**src/rtl/ellipse_pkg.sv**
```systemverilog
// Shared definitions for the shape program sequencer: register IDs, the
// 89-bit shape descriptor layout, FSM encoding and the beat field selector.
package ellipse_pkg;

    localparam logic [2:0] REG_X     = 3'd0;
    localparam logic [2:0] REG_Y     = 3'd1;
    localparam logic [2:0] REG_W     = 3'd2;
    localparam logic [2:0] REG_H     = 3'd3;
    localparam logic [2:0] REG_COLOR = 3'd4;

    localparam int DESC_W = 89;

    typedef struct packed {
        logic [10:0] stage;
        logic [10:0] x_coord;
        logic [11:0] y_coord;
        logic [10:0] width;
        logic [11:0] height;
        logic [31:0] color;
    } desc_t;

    typedef enum logic [1:0] {
        ST_IDLE  = 2'd0,
        ST_CHECK = 2'd1,
        ST_WRITE = 2'd2
    } state_t;

    // Zero-extended descriptor field carried by a given register-write beat.
    function automatic logic [31:0] beat_field(input desc_t d, input logic [2:0] beat);
        logic [31:0] f;
        case (beat)
            REG_X:     f = {21'd0, d.x_coord};
            REG_Y:     f = {20'd0, d.y_coord};
            REG_W:     f = {21'd0, d.width};
            REG_H:     f = {20'd0, d.height};
            REG_COLOR: f = d.color;
            default:   f = 32'd0;
        endcase
        return f;
    endfunction

endpackage

```
**src/rtl/sync_fifo.sv**
```systemverilog
// Single-clock FIFO with show-ahead head output; pushes while full and pops
// while empty are ignored.
module sync_fifo #(
    parameter int WIDTH = 8,
    parameter int DEPTH = 4
) (
    input  logic             clk,
    input  logic             rst_n,
    input  logic             push,
    input  logic             pop,
    input  logic [WIDTH-1:0] din,
    output logic [WIDTH-1:0] dout,
    output logic             full,
    output logic             empty
);

    localparam int AW = $clog2(DEPTH);

    logic [WIDTH-1:0] mem_r [DEPTH];
    logic [AW:0]      wr_ptr_r;
    logic [AW:0]      rd_ptr_r;
    logic             do_push_s;
    logic             do_pop_s;

    // Pointers carry one wrap bit so full and empty are distinguishable.
    assign empty     = (wr_ptr_r == rd_ptr_r);
    assign full      = (wr_ptr_r[AW] != rd_ptr_r[AW]) && (wr_ptr_r[AW-1:0] == rd_ptr_r[AW-1:0]);
    assign do_push_s = push && !full;
    assign do_pop_s  = pop && !empty;
    assign dout      = mem_r[rd_ptr_r[AW-1:0]];

    // Storage array and read/write pointers.
    always_ff @(posedge clk or negedge rst_n) begin
        if (!rst_n) begin
            for (int i = 0; i < DEPTH; i++) begin
                mem_r[i] <= {WIDTH{1'b0}};
            end
            wr_ptr_r <= {(AW+1){1'b0}};
            rd_ptr_r <= {(AW+1){1'b0}};
        end else begin
            if (do_push_s) begin
                mem_r[wr_ptr_r[AW-1:0]] <= din;
                wr_ptr_r <= wr_ptr_r + {{AW{1'b0}}, 1'b1};
            end else begin
                wr_ptr_r <= wr_ptr_r;
            end
            if (do_pop_s) begin
                rd_ptr_r <= rd_ptr_r + {{AW{1'b0}}, 1'b1};
            end else begin
                rd_ptr_r <= rd_ptr_r;
            end
        end
    end

endmodule

```
**src/rtl/shape_program_sequencer.sv**
```systemverilog
// Head-of-chain controller: buffers host shape descriptors and, during blanking,
// serialises each into five register-write beats; otherwise passes pixels through.
module shape_program_sequencer
    import ellipse_pkg::*;
#(
    parameter int NUM_STAGES = 8,
    parameter int FIFO_DEPTH = 4
) (
    input  logic        clk,
    input  logic        rst_n,
    input  logic        cmd_valid,
    output logic        cmd_ready,
    input  logic [10:0] cmd_stage,
    input  logic [10:0] cmd_x_coord,
    input  logic [11:0] cmd_y_coord,
    input  logic [10:0] cmd_width,
    input  logic [11:0] cmd_height,
    input  logic [31:0] cmd_color,
    input  logic        frame_blank,
    input  logic [10:0] pix_x,
    input  logic [11:0] pix_y,
    input  logic [31:0] pix_data,
    output logic        pix_ready,
    output logic        program_out,
    output logic [10:0] x_out,
    output logic [11:0] y_out,
    output logic [31:0] data_out,
    output logic        busy,
    output logic        err_stage
);

    localparam logic [10:0] STAGE_LIMIT = 11'(NUM_STAGES);
    localparam logic [2:0]  LAST_BEAT   = REG_COLOR;

    state_t              state_r;
    state_t              state_n;
    logic [2:0]          beat_r;
    logic [2:0]          beat_n;
    desc_t               desc_r;
    desc_t               cmd_desc_s;
    logic [DESC_W-1:0]   fifo_dout_s;
    logic                fifo_full_s;
    logic                fifo_empty_s;
    logic                pop_s;
    logic                stage_bad_s;

    assign cmd_desc_s  = '{stage: cmd_stage, x_coord: cmd_x_coord, y_coord: cmd_y_coord,
                           width: cmd_width, height: cmd_height, color: cmd_color};
    assign cmd_ready   = !fifo_full_s;
    assign busy        = !fifo_empty_s || (state_r != ST_IDLE);
    assign pix_ready   = (state_r != ST_WRITE);
    assign stage_bad_s = (desc_r.stage >= STAGE_LIMIT);

    sync_fifo #(
        .WIDTH (DESC_W),
        .DEPTH (FIFO_DEPTH)
    ) u_fifo (
        .clk   (clk),
        .rst_n (rst_n),
        .push  (cmd_valid && cmd_ready),
        .pop   (pop_s),
        .din   (cmd_desc_s),
        .dout  (fifo_dout_s),
        .full  (fifo_full_s),
        .empty (fifo_empty_s)
    );

    // FSM state, beat counter and the descriptor being serialised.
    always_ff @(posedge clk or negedge rst_n) begin
        if (!rst_n) begin
            state_r <= ST_IDLE;
            beat_r  <= 3'd0;
            desc_r  <= '0;
        end else begin
            state_r <= state_n;
            beat_r  <= beat_n;
            if (pop_s) begin
                desc_r <= desc_t'(fifo_dout_s);
            end else begin
                desc_r <= desc_r;
            end
        end
    end

    // Next-state logic; a descriptor only starts in blanking but never stops early.
    always_comb begin
        state_n = state_r;
        beat_n  = beat_r;
        pop_s   = 1'b0;
        case (state_r)
            ST_IDLE: begin
                if (!fifo_empty_s && frame_blank) begin
                    pop_s   = 1'b1;
                    state_n = ST_CHECK;
                end else begin
                    state_n = ST_IDLE;
                end
            end
            ST_CHECK: begin
                beat_n = 3'd0;
                if (stage_bad_s) begin
                    state_n = ST_IDLE;
                end else begin
                    state_n = ST_WRITE;
                end
            end
            ST_WRITE: begin
                if (beat_r == LAST_BEAT) begin
                    state_n = ST_IDLE;
                    beat_n  = 3'd0;
                end else begin
                    beat_n  = beat_r + 3'd1;
                end
            end
            default: begin
                state_n = ST_IDLE;
                beat_n  = 3'd0;
            end
        endcase
    end

    // Output slot: a program beat while writing, otherwise the delayed pixel.
    always_ff @(posedge clk or negedge rst_n) begin
        if (!rst_n) begin
            program_out <= 1'b0;
            x_out       <= 11'd0;
            y_out       <= 12'd0;
            data_out    <= 32'd0;
            err_stage   <= 1'b0;
        end else begin
            err_stage <= (state_r == ST_CHECK) && stage_bad_s;
            if (state_r == ST_WRITE) begin
                program_out <= 1'b1;
                x_out       <= desc_r.stage;
                y_out       <= {9'd0, beat_r};
                data_out    <= beat_field(desc_r, beat_r);
            end else begin
                program_out <= 1'b0;
                x_out       <= pix_x;
                y_out       <= pix_y;
                data_out    <= pix_data;
            end
        end
    end

endmodule
```
**config.mk**
```make
export PLATFORM = sky130hd
export DESIGN_NAME = shape_program_sequencer
export DESIGN_NICKNAME = d
export VERILOG_FILES = /design/src/rtl/ellipse_pkg.sv /design/src/rtl/sync_fifo.sv /design/src/rtl/shape_program_sequencer.sv
export SDC_FILE = /design/constraint.sdc
export NUM_CORES = 1
export LEC_CHECK = 0
export CELL_PAD_IN_SITES_DETAIL_PLACEMENT = 0
export CELL_PAD_IN_SITES_GLOBAL_PLACEMENT = 1
export CORE_AREA = 2 2 244 186
export CTS_BUF_LIST = sky130_fd_sc_hd__clkbuf_8
export CTS_CLUSTER_DIAMETER = 60
export DETAILED_ROUTE_END_ITERATION = 10
export DIE_AREA = 0 0 246 188
export GPL_ROUTABILITY_DRIVEN = 0
export HOLD_SLACK_MARGIN = 0.15
export PLACE_DENSITY = 0.86
export SYNTH_ARGS = -nofsm -noshare
export SYNTH_HDL_FRONTEND = slang
export SYNTH_SLANG_ARGS = --single-unit
```
**constraint.sdc**
```tcl
create_clock -name clk -period 2.7 [get_ports clk]
set_clock_uncertainty 0.05 [all_clocks]
set_input_delay 0.54 -clock clk [delete_from_list [all_inputs] [get_ports clk]]
set_output_delay 0.54 -clock clk [all_outputs]
set_load 0.1 [all_outputs]
```
==> impl_results.md <==
* Vias in the first global route at 13500
* First-pass GRT wire length at 77.5 mm
* Routed Wire Length at 49.0 mm
* Max-cap violation count at 0
* Number of design-rule violations left by the first detailed-router iteration at 729
* Number of remaining DRC errors at 0
* Overall die width at 246 µm
* Via Count at around 12000
* Element type at the critical path end: output port
* Hold slack final at 0.382 ns
* Relative slew slack at 50.6%
* Total negative slack for setup checks at 0 ns
* Peak supply drop at 0.715 mV
* IO Pins at 208
* Number of warnings reported in the yosys synthesis log at 0
* Synthesized netlist cell count at 1333
* Worst-path fanout max at 51
* Layout cells sized above 1 at a little under half
* Core box area at 0.0440 mm²
* Number of buffer and inverter stages on the critical path at 2
* PnR worst setup slack at about 0.15 ns
* Global route overflow at 0
* Nature of the critical path startpoint: register
* Leading cell types in the layout, fill and taps excluded: sky130_fd_sc_hd__dfrtp_1, sky130_fd_sc_hd__mux2_2, sky130_fd_sc_hd__clkdlybuf4s50_1
* Synth Cell Area at 0.0216 mm²
* Leakage dissipation at 11.1 nW
* Final nets at 1742
* Slew @ Worst Pin at 0.740 ns
* Final setup violation count at 0
* Synth-to-layout area growth at 21.8%
* RSZ-0062 raised after global routing: no
* CTS root buf: sky130_fd_sc_hd__clkbuf_8
* Critical path class: reg -> out
* Final-report max-slew violation count at 0
* CTS tree: done
* Largest delay share family, worst path: buffers and inverters
* Final HPWL DP at 31.3 mm
* Post-synthesis cell type count at 37
* Number of search-and-repair iterations in the first detailed-routing pass at 5
* Worst-case clock buffer depth at 3
* Clock transition at the registers of the reported paths at approximately 0.06 ns
* Total routing resource utilization after global routing at 21.9%
* Highest routing layer actually used: met5
* Worst min-delay path category: in -> reg
* Filler instances at about 3400
* Result of the run: finished clean
* Hold violation total from the final report at 0
* Core utilization of the finished layout at 59.9%
* Post-DR wirelength/cell at 21.9 µm
* Total clock buffers created by CTS at 82
* Sequential fraction of the synthesis area at approximately three fifths
* Data required time of the worst path at 2.11 ns
* Final Critical Period at 2.55 ns
* Master of the slowest instance on the critical path: sky130_fd_sc_hd__dfrtp_1
* Vias/cell at 5.51
* Clock Sinks at ~510
* Largest net degree at the start of global routing at 92
* Routed length on met3 at between 2 and 3 mm
* Met1 wire length at 22.5 mm
* Total Die Area at 0.0462 mm²
* Number of nets in the synthesized netlist at 1491
* Most common library cell in the layout ignoring fill and taps: sky130_fd_sc_hd__dfrtp_1
* Place WS at 0.177 ns
* PnR Total Power at 0.0330 W
* Share of the clock period used by the worst path after layout at 94.6%
* Height of the die at 188 µm
* Number of nets still failing antenna checks after routing at 0
* Arrival time at the worst endpoint at 1.96 ns
* Delay contributed by the slowest stage of the critical path at 0.50 ns
* Number of flip-flops and latches in the synthesized netlist at 513
* Count of port buffers added during placement at 207
* Number of rows in the core area at 67
* Initial Utilization at 49.2%
* Highest attainable clock frequency at 391 MHz
* Clk_lat worst skew at 0.64 ns
* Deepest level of the CTS H-tree at 3
* Number of antenna violations at the first check in global routing at 6
* Wire length on met2 at around 23 mm
* Synthesized area per cell at 16.2 µm²
* Critical path cell sequence: nand2b_2 -> buf_6 -> buf_12
* Pwr dens at 1250 mW/mm²
worst register-to-register path, cell delays in order (launching register included):
cell                      delay (ns)
sky130_fd_sc_hd__dfrtp_4        0.44
sky130_fd_sc_hd__buf_12         0.40
sky130_fd_sc_hd__buf_4          0.31
sky130_fd_sc_hd__mux4_2         0.59
sky130_fd_sc_hd__mux2_2         0.29
flip-flops by register name, summed over array words and instances (netlist names):
register         cells
u_fifo.mem_r       356
desc_r              89
data_out            32
y_out               12
x_out               11
beat_r               3
u_fifo.rd_ptr_r      3
u_fifo.wr_ptr_r      3
state_r              2
err_stage            1
program_out          1
per-layer routing:
layer | vias up | global-route usage, %
met5 | - | 0
met4 | 6 | 5.71
met3 | 86 | 6.05
met2 | 248 | 34.1
met1 | 6530 | 30.6
li1 | 5440 | -
worst paths after layout:
kind                            slack (ns)                 to  cells past startpoint               start
worst max-delay path                  0.15          pix_ready                      3          state_r[0]
worst min register to register        0.43           x_out[1]                      2          desc_r[79]
min in group asynchronous             0.40  u_fifo.mem_r[280]                      2               rst_n
max in group asynchronous             1.29  u_fifo.mem_r[330]                      4               rst_n
worst min-delay path                  0.38           x_out[0]                      3            pix_x[0]
worst max register to register        0.50         desc_r[68]                      4  u_fifo.rd_ptr_r[0]
kinds of logic (layout without fill, tap and decap cells):
family | Yosys count | in the layout | synth area share [%]
and+or+nand+nor | 100 | 100 | 2.22
adders and majority gates | 10 | 10 | 0.578
DFF | 513 | 513 | 59.3
xor gates and xnor gates | 8 | 8 | 0.480
other | 0 | 3 | 0
AOI/OAI and AO/OA | 58 | 58 | 2.20
buffers and inverters | 95 | 407 | 2.05
muxes | 549 | 549 | 33.2
synthesized netlist by cell type (all sizes together):
library cell	instances	share of area, %
a21oi	3	0.069
mux2i	2	0.092
o2111ai	11	0.45
nand3b	11	0.38
clkbuf	27	0.47
mux4	89	9.3
ha	10	0.58
inv	8	0.14
a22oi	11	0.38
a22o	20	0.81
xor2	4	0.20
a31oi	6	0.29
o21ai	4	0.092
nor2	4	0.069
nor2b	1	0.029
dfrtp	513	59
nand2	54	0.94
mux2	458	24
or3b	1	0.040
xnor2	4	0.28
nand2b	3	0.087
nor4	2	0.058
o22ai	1	0.029
nand4	1	0.029
a311oi	1	0.040
nand3	13	0.30
buf	60	1.4
and2	10	0.29
a222oi	1	0.046
report_power, final:
part	internal, W	switching (W)	leakage (nW)
clock network	0.00372	0.00301	0.973
logic	0.00727	0.00571	4.03
registers	0.0114	0.00190	6.09
repair_timing:
action                     4_1_cts  5_1_grt
buffers inserted                 1        0
hold endpoints to repair        54        0
pin swaps                        1        0
resized for setup                2        1
hold buffers                     1        0
setup endpoints to repair        3        1
layout make-up:
class | count | area, µm² | share of cell area (%)
diodes | 3 | 7.51 | 0.0285
clock buffers | 107 | 1470 | 5.59
clock inverters | 38 | 209 | 0.793
inverters | 8 | 30.0 | 0.114
multi-input cells | 725 | 8440 | 32.0
flip-flops and latches | 513 | 12800 | 48.7
well taps | 586 | 733 | 2.78
repair buffers | 254 | 2620 | 9.95
metrics by stage:
step           instance area (µm²)  cells
2_1_floorplan                21600   1333
3_3_place_gp                 24600   2084
3_5_place_dp                 24600   2084
4_1_cts                      26300   2231
5_1_grt                      26400   2231
6_report                     26400   2234
(Power assumes the default switching activity.)
